--- src/rtl/pipe_hazard_ctrl.sv ---
// Pipeline control for the 5-stage Y86-64 core: per-stage stall/bubble generation,
// run/step/halt sequencing and saturating performance counters.
module pipe_hazard_ctrl #(
    parameter int unsigned CNT_W = 32
) (
    input  logic             clock,
    input  logic             reset_n,
    input  logic             start,
    input  logic             step_mode,
    input  logic             step,
    input  logic [3:0]       D_in_code,
    input  logic [3:0]       d_src_a,
    input  logic [3:0]       d_src_b,
    input  logic [3:0]       E_in_code,
    input  logic [3:0]       E_dst_m,
    input  logic             e_cnd,
    input  logic [3:0]       M_in_code,
    input  logic [1:0]       m_stat,
    input  logic [1:0]       W_stat,
    input  logic [3:0]       W_in_code,
    output logic             F_stall,
    output logic             D_stall,
    output logic             D_bub,
    output logic             E_bub,
    output logic             M_bub,
    output logic             W_stall,
    output logic             halted,
    output logic [1:0]       cpu_stat,
    output logic [CNT_W-1:0] cyc_cnt,
    output logic [CNT_W-1:0] ret_cnt,
    output logic [CNT_W-1:0] bub_cnt
);

    localparam logic [3:0] ICodeNop    = 4'd1;
    localparam logic [3:0] ICodeMrmovq = 4'd5;
    localparam logic [3:0] ICodeJxx    = 4'd7;
    localparam logic [3:0] ICodeRet    = 4'd9;
    localparam logic [3:0] ICodePopq   = 4'd11;
    localparam logic [3:0] RegNone     = 4'hF;

    typedef enum logic [1:0] {StIdle, StRun, StStep, StHalted} state_e;

    state_e           state_q, state_d;
    logic [1:0]       cpu_stat_q, cpu_stat_d;
    logic [CNT_W-1:0] cyc_cnt_q, cyc_cnt_d;
    logic [CNT_W-1:0] ret_cnt_q, ret_cnt_d;
    logic [CNT_W-1:0] bub_cnt_q, bub_cnt_d;

    logic lu, rt, mp, ex, active;

    always_comb begin
        lu = ((E_in_code == ICodeMrmovq) || (E_in_code == ICodePopq)) &&
             (E_dst_m != RegNone) && ((E_dst_m == d_src_a) || (E_dst_m == d_src_b));
        rt = (D_in_code == ICodeRet) || (E_in_code == ICodeRet) || (M_in_code == ICodeRet);
        mp = (E_in_code == ICodeJxx) && !e_cnd;
        ex = (m_stat != 2'd0) || (W_stat != 2'd0);
    end

    assign active = (state_q == StRun) || (state_q == StStep);

    // Hazard outputs; a misprediction squashes D, so it overrides a load/use stall.
    always_comb begin
        F_stall = lu | rt;
        D_stall = lu & ~mp;
        D_bub   = mp | (rt & ~lu);
        E_bub   = mp | lu;
        M_bub   = ex;
        W_stall = (W_stat != 2'd0);
        unique case (state_q)
            StIdle: begin
                F_stall = 1'b1;
                D_stall = 1'b0;
                D_bub   = 1'b1;
                E_bub   = 1'b1;
                M_bub   = 1'b1;
                W_stall = 1'b0;
            end
            StStep: begin
                if (!step) begin
                    F_stall = 1'b1;
                    D_bub   = D_bub | ~D_stall;
                end
            end
            StHalted: begin
                F_stall = 1'b1;
                D_stall = 1'b0;
                D_bub   = 1'b1;
                E_bub   = 1'b1;
                M_bub   = 1'b1;
                W_stall = 1'b1;
            end
            default: ;
        endcase
    end

    always_comb begin
        state_d    = state_q;
        cpu_stat_d = cpu_stat_q;
        unique case (state_q)
            StIdle: begin
                if (start) begin
                    state_d = step_mode ? StStep : StRun;
                end
            end
            StRun, StStep: begin
                if (W_stat != 2'd0) begin
                    state_d    = StHalted;
                    cpu_stat_d = W_stat;
                end
            end
            default: ;
        endcase
    end

    always_comb begin
        cyc_cnt_d = cyc_cnt_q;
        ret_cnt_d = ret_cnt_q;
        bub_cnt_d = bub_cnt_q;
        if (active) begin
            if (cyc_cnt_q != '1) cyc_cnt_d = cyc_cnt_q + CNT_W'(1);
            if ((W_in_code != ICodeNop) && (W_stat == 2'd0) && (ret_cnt_q != '1)) begin
                ret_cnt_d = ret_cnt_q + CNT_W'(1);
            end
            if (E_bub && (bub_cnt_q != '1)) bub_cnt_d = bub_cnt_q + CNT_W'(1);
        end
    end

    always_ff @(posedge clock or negedge reset_n) begin
        if (!reset_n) begin
            state_q    <= StIdle;
            cpu_stat_q <= 2'd0;
            cyc_cnt_q  <= '0;
            ret_cnt_q  <= '0;
            bub_cnt_q  <= '0;
        end else begin
            state_q    <= state_d;
            cpu_stat_q <= cpu_stat_d;
            cyc_cnt_q  <= cyc_cnt_d;
            ret_cnt_q  <= ret_cnt_d;
            bub_cnt_q  <= bub_cnt_d;
        end
    end

    assign halted   = (state_q == StHalted);
    assign cpu_stat = cpu_stat_q;
    assign cyc_cnt  = cyc_cnt_q;
    assign ret_cnt  = ret_cnt_q;
    assign bub_cnt  = bub_cnt_q;

endmodule

--- config.mk ---
export PLATFORM = sky130hd
export DESIGN_NAME = pipe_hazard_ctrl
export DESIGN_NICKNAME = d
export VERILOG_FILES = /design/src/rtl/pipe_hazard_ctrl.sv
export SDC_FILE = /design/constraint.sdc
export NUM_CORES = 1
export LEC_CHECK = 0
export CORE_MARGIN = 2
export CORE_UTILIZATION = 45
export DETAILED_ROUTE_END_ITERATION = 10
export PLACE_DENSITY = 0.76
export SETUP_SLACK_MARGIN = 0.15
export SYNTH_ARGS = -nofsm -noshare
export SYNTH_HDL_FRONTEND = slang
export SYNTH_SLANG_ARGS = --single-unit
--- constraint.sdc ---
create_clock -name clock -period 2.55 [get_ports clock]
set_input_delay 0.3825 -clock clock [delete_from_list [all_inputs] [get_ports clock]]
set_output_delay 0.3825 -clock clock [all_outputs]
set_load 0.005 [all_outputs]
==> results by group, run 1 <==
Final layout
  • Non-Filler Instances: 807
  • Cell area after layout: 7140 um^2
  • Final #Nets: 710
  • Area grow syn2layout: 40.3%
  • Share of layout cells above drive strength 1: 0.0960
  • Diode count: 0

Placement
  • Dpl cells: 792
  • Gp weighted congestion: 0.828
  • Number of port buffers: 142
  • Post-DP Area: 6770 um^2
  • Post-DP HPWL: 9360 um

CTS
  • CTS clk-pin slew, worst paths: 0.07 ns
  • TritonCTS clock tree: done
  • Post-CTS Hold Buffers: 0
  • H-tree levels: 3
  • Clock Latency Late Sink: 0.34 ns
  • CTS Buf Count: 9
  • Clock sinks: 100
  • Root buffer cell: clkbuf_16
  • Max clock buf depth: 2

Timing
  • Setup violators final: 0
  • Fmax: 0.433 GHz
  • Period minus WS final: 2.31 ns
  • Final clock skew: 0.00708 ns
  • Relative slew slack: 0.646
  • Final Hold Viols: 0
  • Final TNS setup: 0 ns
  • Max-slew violation count: 0
  • RSZ-0062 raised after global routing: yes
  • Fin crit share: 0.905
  • Hold Slack: 0.0116 ns
  • Worst Tran Pin Value: 0.531 ns

Critical path
  • Required @ worst endpoint: 2.17 ns
  • Crit end category: primary output
  • CP Class: in2out
  • WP data arrival: 1.93 ns
  • Reg-to-reg endpoint: bub_cnt[1]$_DFFE_PN0P_
  • Startpoint types: input pin
  • Worst Path Max Fanout: 4
  • R2R cell count: 7
  • Worst r2r src: bub_cnt[0]$_DFFE_PN0P_
  • R2r setup slk: 0.28 ns

Synth
  • Post-synthesis instance total: 501
  • Yosys reg bits: 100
  • Asr flop ratio synth: 1.00
  • Main flop type after synthesis: dfrtp_1
  • Most frequent cell after synthesis: dfrtp_1
  • Area contributors post-synth: dfrtp_1 (49%), xnor2_1 (8.6%), xor2_1 (8.4%)
  • Synthesized net count: 546
  • Top cell type's share of synthesized area: 0.492
  • Count of cell types in the netlist: 48
  • Area leader, netlist: dfrtp_1
  • Average cell area after synthesis: 10.2 um^2
  • EDFF count, synth: 0
  • Register area share after synthesis: 0.492
  • Synth warnings: 0
  • Synth top cells by count: dfrtp_1 (100), nand2_1 (53), xnor2_1 (50)
  • Cell Area, Synth: 5090 um^2

Power and ir drop
  • Total power: 3.75 mW
  • Worst vdd ir: 334 uV
  • Lkg Pwr: 3.18 nW
  • Power per cell area: 525 nW/um^2

Floorplanning
  • Die width: 110 um
  • Core ar.: 10900 um^2
  • Row cnt: 38
  • Die Y: 110 um
  • Starting Density: 0.465
  • Die area: 12200 um^2
  • Ports: 143

Routing
  • DRT Pass-1 Iters: 5
  • DRC: 0
  • Vias post-DR: 4373
  • Total Wirelength: 12700 um
  • Routed WL per cell: 15.8 um
  • Antenna-violating nets left: 0
  • Initial DRC Count: 208
  • Via/cell ratio: 5.42

Global route
  • Largest net degree at the start of global routing: 62
  • Initial antenna violation count: 0
  • Number of global-route vias before repair: 4278
  • GRT Util Overall: 0.218
  • First-pass GRT wire length: 20800 um
  • GRT Residual Overflow: 0

Flow run
  • Max-cap viol count: 0

Min path
  • Hold WC Path Type: in2async

Outcome
  • Status: completed
-- critical path, stage by stage --
cell,delay (ns)
clkdlybuf4s50_1,0.42
xnor2_1,0.20
nand4_1,0.16
a21oi_4,0.25
buf_12,0.13
a21oi_1,0.06
o21a_1,0.21
clkbuf_2,0.11
-- cell families after synthesis --
logic type | count (synthesis) | share of synthesized area
mux | 2 | 0.00443
fa+ha+maj | 7 | 0.0172
xor+xnor | 99 | 0.170
buf+inv | 24 | 0.0192
simple gates | 245 | 0.265
compound gates | 24 | 0.0317
flops | 100 | 0.492
-- routing by layer --
metal  GRT usage  wire, um  up-vias  share of wire
met2       0.367      6230      154           0.49
met4      0.0634       221        0          0.017
met5           0         0        -              0
li1            -         -     2084              -
met1       0.284      5400     2114           0.42
met3      0.0470       887       21          0.070
-- cell usage in the layout (no fill, tap or decap), types with 10 or more instances in the layout --
master           Yosys  routed
xor2_1              49      49
buf_4                1      14
nand4_1             21      21
nand3_1             41      41
nor3_1              22      22
clkdlybuf4s50_1      0     123
inv_1               19      17
nand2_1             53      53
nor2_1              36      35
dfrtp_1            100     100
xnor2_1             50      50
nor4_1              12      10
and3_1              10      10
-- report_power, final --
part           internal (mW)  switching, mW  total (mW)
Clock                  0.847          0.580        1.43
Combinational          0.317          0.247       0.564
Sequential              1.66         0.0954        1.76
Total                   2.83          0.922        3.75
-- state kept, by name, summed over array words and instances (netlist names) --
signal,flops
bub_cnt,32
cyc_cnt,32
ret_cnt,32
cpu_stat,2
state_q,2
-- area by class of cell --
type / count / area (um^2)
inverter: 19 / 71.3
multi-input combinational: 377 / 2540
tap: 140 / 175
fill: 896 / 3790
clock inverter: 4 / 76.3
clock buffer: 9 / 225
sequential: 100 / 2500
timing repair buffer: 158 / 1550
-- through the flow --
step,setup WS [ns],utilization
5_1_grt,0.0805,0.653
6_report,0.242,0.653
3_3_place_gp,-0.127,0.619
3_5_place_dp,-0.219,0.619
4_1_cts,0.119,0.651
2_1_floorplan,0.283,-
-- what timing repair did --
action,in CTS,in global routing
setup endpoints to repair,9,28
pin swaps,4,11
resized for setup,20,18
gates cloned,0,0
setup buffers,2,0
-- worst max-delay path by stage --
stage	from	endpoint	slack [ns]	depth (start not counted)
finish	d_src_a[2]	D_bub	0.24	8
global route	bub_cnt[0]$_DFFE_PN0P_	bub_cnt[1]$_DFFE_PN0P_	0.08	7
CTS	d_src_b[1]	D_bub	0.12	8
detailed placement	E_in_code[2]	E_bub	-0.22	6
global placement	E_in_code[2]	E_bub	-0.13	6
floorplan	state_q[0]$_DFFE_PN0P_	ret_cnt[29]$_DFFE_PN0P_	0.28	9
(Power assumes the default switching activity.)
==> run 2: changes to the inputs <==
- clock period: 2.55 -> 2.8 ns (I/O delays scaled with it)
==> results by group, run 2 (synthesis gave the netlist of run 1 again) <==
Outcome
  • Status: completed

Power and ir drop
  • Lkg Pwr: 3.10 nW
  • Worst vdd ir: 409 uV
  • Power per cell area: 465 nW/um^2

Critical path
  • CP Class: in2out
  • Worst Path Max Fanout: 2
  • WP data arrival: 2.07 ns
  • Crit end category: primary output
  • Required @ worst endpoint: 2.38 ns
  • Startpoint types: input pin

Placement
  • Dpl cells: 783
  • Post-DP Area: 6710 um^2
  • Gp weighted congestion: 0.835
  • Post-DP HPWL: 9140 um
  • Number of port buffers: 142

Global route
  • GRT Util Overall: 0.209
  • Initial antenna violation count: 0
  • Number of global-route vias before repair: 4190
  • First-pass GRT wire length: 19900 um
  • Largest net degree at the start of global routing: 55
  • GRT Residual Overflow: 0

Timing
  • Max-slew violation count: 0
  • Setup violators final: 0
  • RSZ-0062 raised after global routing: no
  • Hold Slack: 0.0748 ns
  • Worst Tran Pin Value: 0.665 ns
  • Relative slew slack: 0.555
  • Period minus WS final: 2.49 ns
  • Fin crit share: 0.890
  • Fmax: 0.401 GHz
  • Final clock skew: 0.00738 ns
  • Final Hold Viols: 0

Routing
  • Antenna-violating nets left: 0
  • Routed WL per cell: 15.3 um
  • Vias post-DR: 4344
  • DRT Pass-1 Iters: 5
  • Via/cell ratio: 5.41
  • Total Wirelength: 12300 um
  • DRC: 0
  • Initial DRC Count: 178

Floorplanning
  • Ports: 143
  • Row cnt: 38
  • Starting Density: 0.465
  • Die area: 12200 um^2
  • Die width: 110 um
  • Die Y: 110 um
  • Core ar.: 10900 um^2

Final layout
  • Commonest non-fill, non-tap cell in the layout: clkdlybuf4s50_1
  • Final #Nets: 703
  • Area grow syn2layout: 38.9%
  • Diode count: 0
  • Multi-input logic area: 2530 um^2
  • Layout fillers: 922
  • Non-Filler Instances: 803
  • Cell area after layout: 7070 um^2
  • Reg area: 2500 um^2
  • Share of layout cells above drive strength 1: 0.0769
  • Most frequent cells in the layout: clkdlybuf4s50_1 (130), dfrtp_1 (100), nand2_1 (53)

CTS
  • Clock sinks: 100
  • Clock Latency Late Sink: 0.34 ns
  • CTS Buf Count: 9
  • CTS clk-pin slew, worst paths: 0.07 ns
  • Max clock buf depth: 2
  • H-tree levels: 3
  • TritonCTS clock tree: done
  • Root buffer cell: clkbuf_16

Flow run
  • Max-cap viol count: 0

Min path
  • Hold WC Path Type: in2async
-- run 2: cell count changes in the layout (fill, tap and decap cells not counted), sizes merged --
cell | previous run | this run
buf | 17 | 10
bufinv | 2 | 0
clkbuf | 13 | 12
clkdlybuf4s15 | 1 | 0
clkdlybuf4s50 | 123 | 130
clkinv | 0 | 4
clkinvlp | 1 | 0
dlygate4sd2 | 7 | 8
dlymetal6s2s | 6 | 3
inv | 20 | 19
-- run 2: final cells by class --
type                            instances  share of cell area
Multi-Input combinational cell        377               0.358
Clock inverter                          4             0.00336
Inverter                               19              0.0101
Clock buffer                           12              0.0363
Tap cell                              140              0.0248
Sequential cell                       100               0.354
Timing Repair Buffer                  151               0.214
-- run 2: timing repair --
action	in CTS	in global routing
endpoints found under the setup margin	5	4
gates cloned	0	0
setup buffers	2	2
pin swaps	3	3
gates resized for setup	13	5
hold buffers	0	0
-- run 2: path summary, 6_finish.rpt --
check,start,to,slack [ns],depth (start not counted)
worst max-delay path,d_src_a[3],D_stall,0.31,6
worst min-delay path,reset_n,cyc_cnt[7]$_DFFE_PN0P_,0.07,1
worst max register to register,state_q[1]$_DFFE_PN0P_,ret_cnt[29]$_DFFE_PN0P_,0.43,8
worst min register to register,cpu_stat[1]$_DFFE_PN0P_,cpu_stat[1]$_DFFE_PN0P_,0.48,2
max in group asynchronous,reset_n,ret_cnt[30]$_DFFE_PN0P_,2.02,2
min in group clock,cpu_stat[1]$_DFFE_PN0P_,cpu_stat[1]$_DFFE_PN0P_,0.48,2
-- run 2: routing by layer --
| metal | GRT usage | vias to the layer above | part of all wire |
|---|---|---|---|
| met4 | 0.0768 | 0 | 0.016 |
| met5 | 0 | - | 0 |
| met2 | 0.350 | 137 | 0.48 |
| li1 | - | 2070 | - |
| met3 | 0.0400 | 14 | 0.066 |
| met1 | 0.270 | 2123 | 0.43 |
-- run 2: power by group --
| part | internal [mW] | leakage [nW] | switching [mW] |
|---|---|---|---|
| Clock | 0.649 | 0.142 | 0.526 |
| Sequential | 1.51 | 1.33 | 0.0851 |
| Combinational | 0.294 | 1.63 | 0.218 |
-- run 2: through the flow --
stage,setup slack (ns),utilization,power (mW),TNS (ns)
2_1_floorplan,0.533,-,1.80,0
6_report,0.307,0.647,3.28,0
5_1_grt,0.211,0.647,3.44,0
3_3_place_gp,0.0244,0.613,2.11,0
4_1_cts,0.146,0.642,3.32,0
3_5_place_dp,-0.0219,0.613,2.13,-0.0437
-- run 2: worst max-delay path, stage by stage --
cell and delay, ns:
clkdlybuf4s50_1 0.48, xnor2_1 0.12, nand4_1 0.17, a21oi_4 0.22, and3b_1 0.17, clkdlybuf4s50_1 0.49
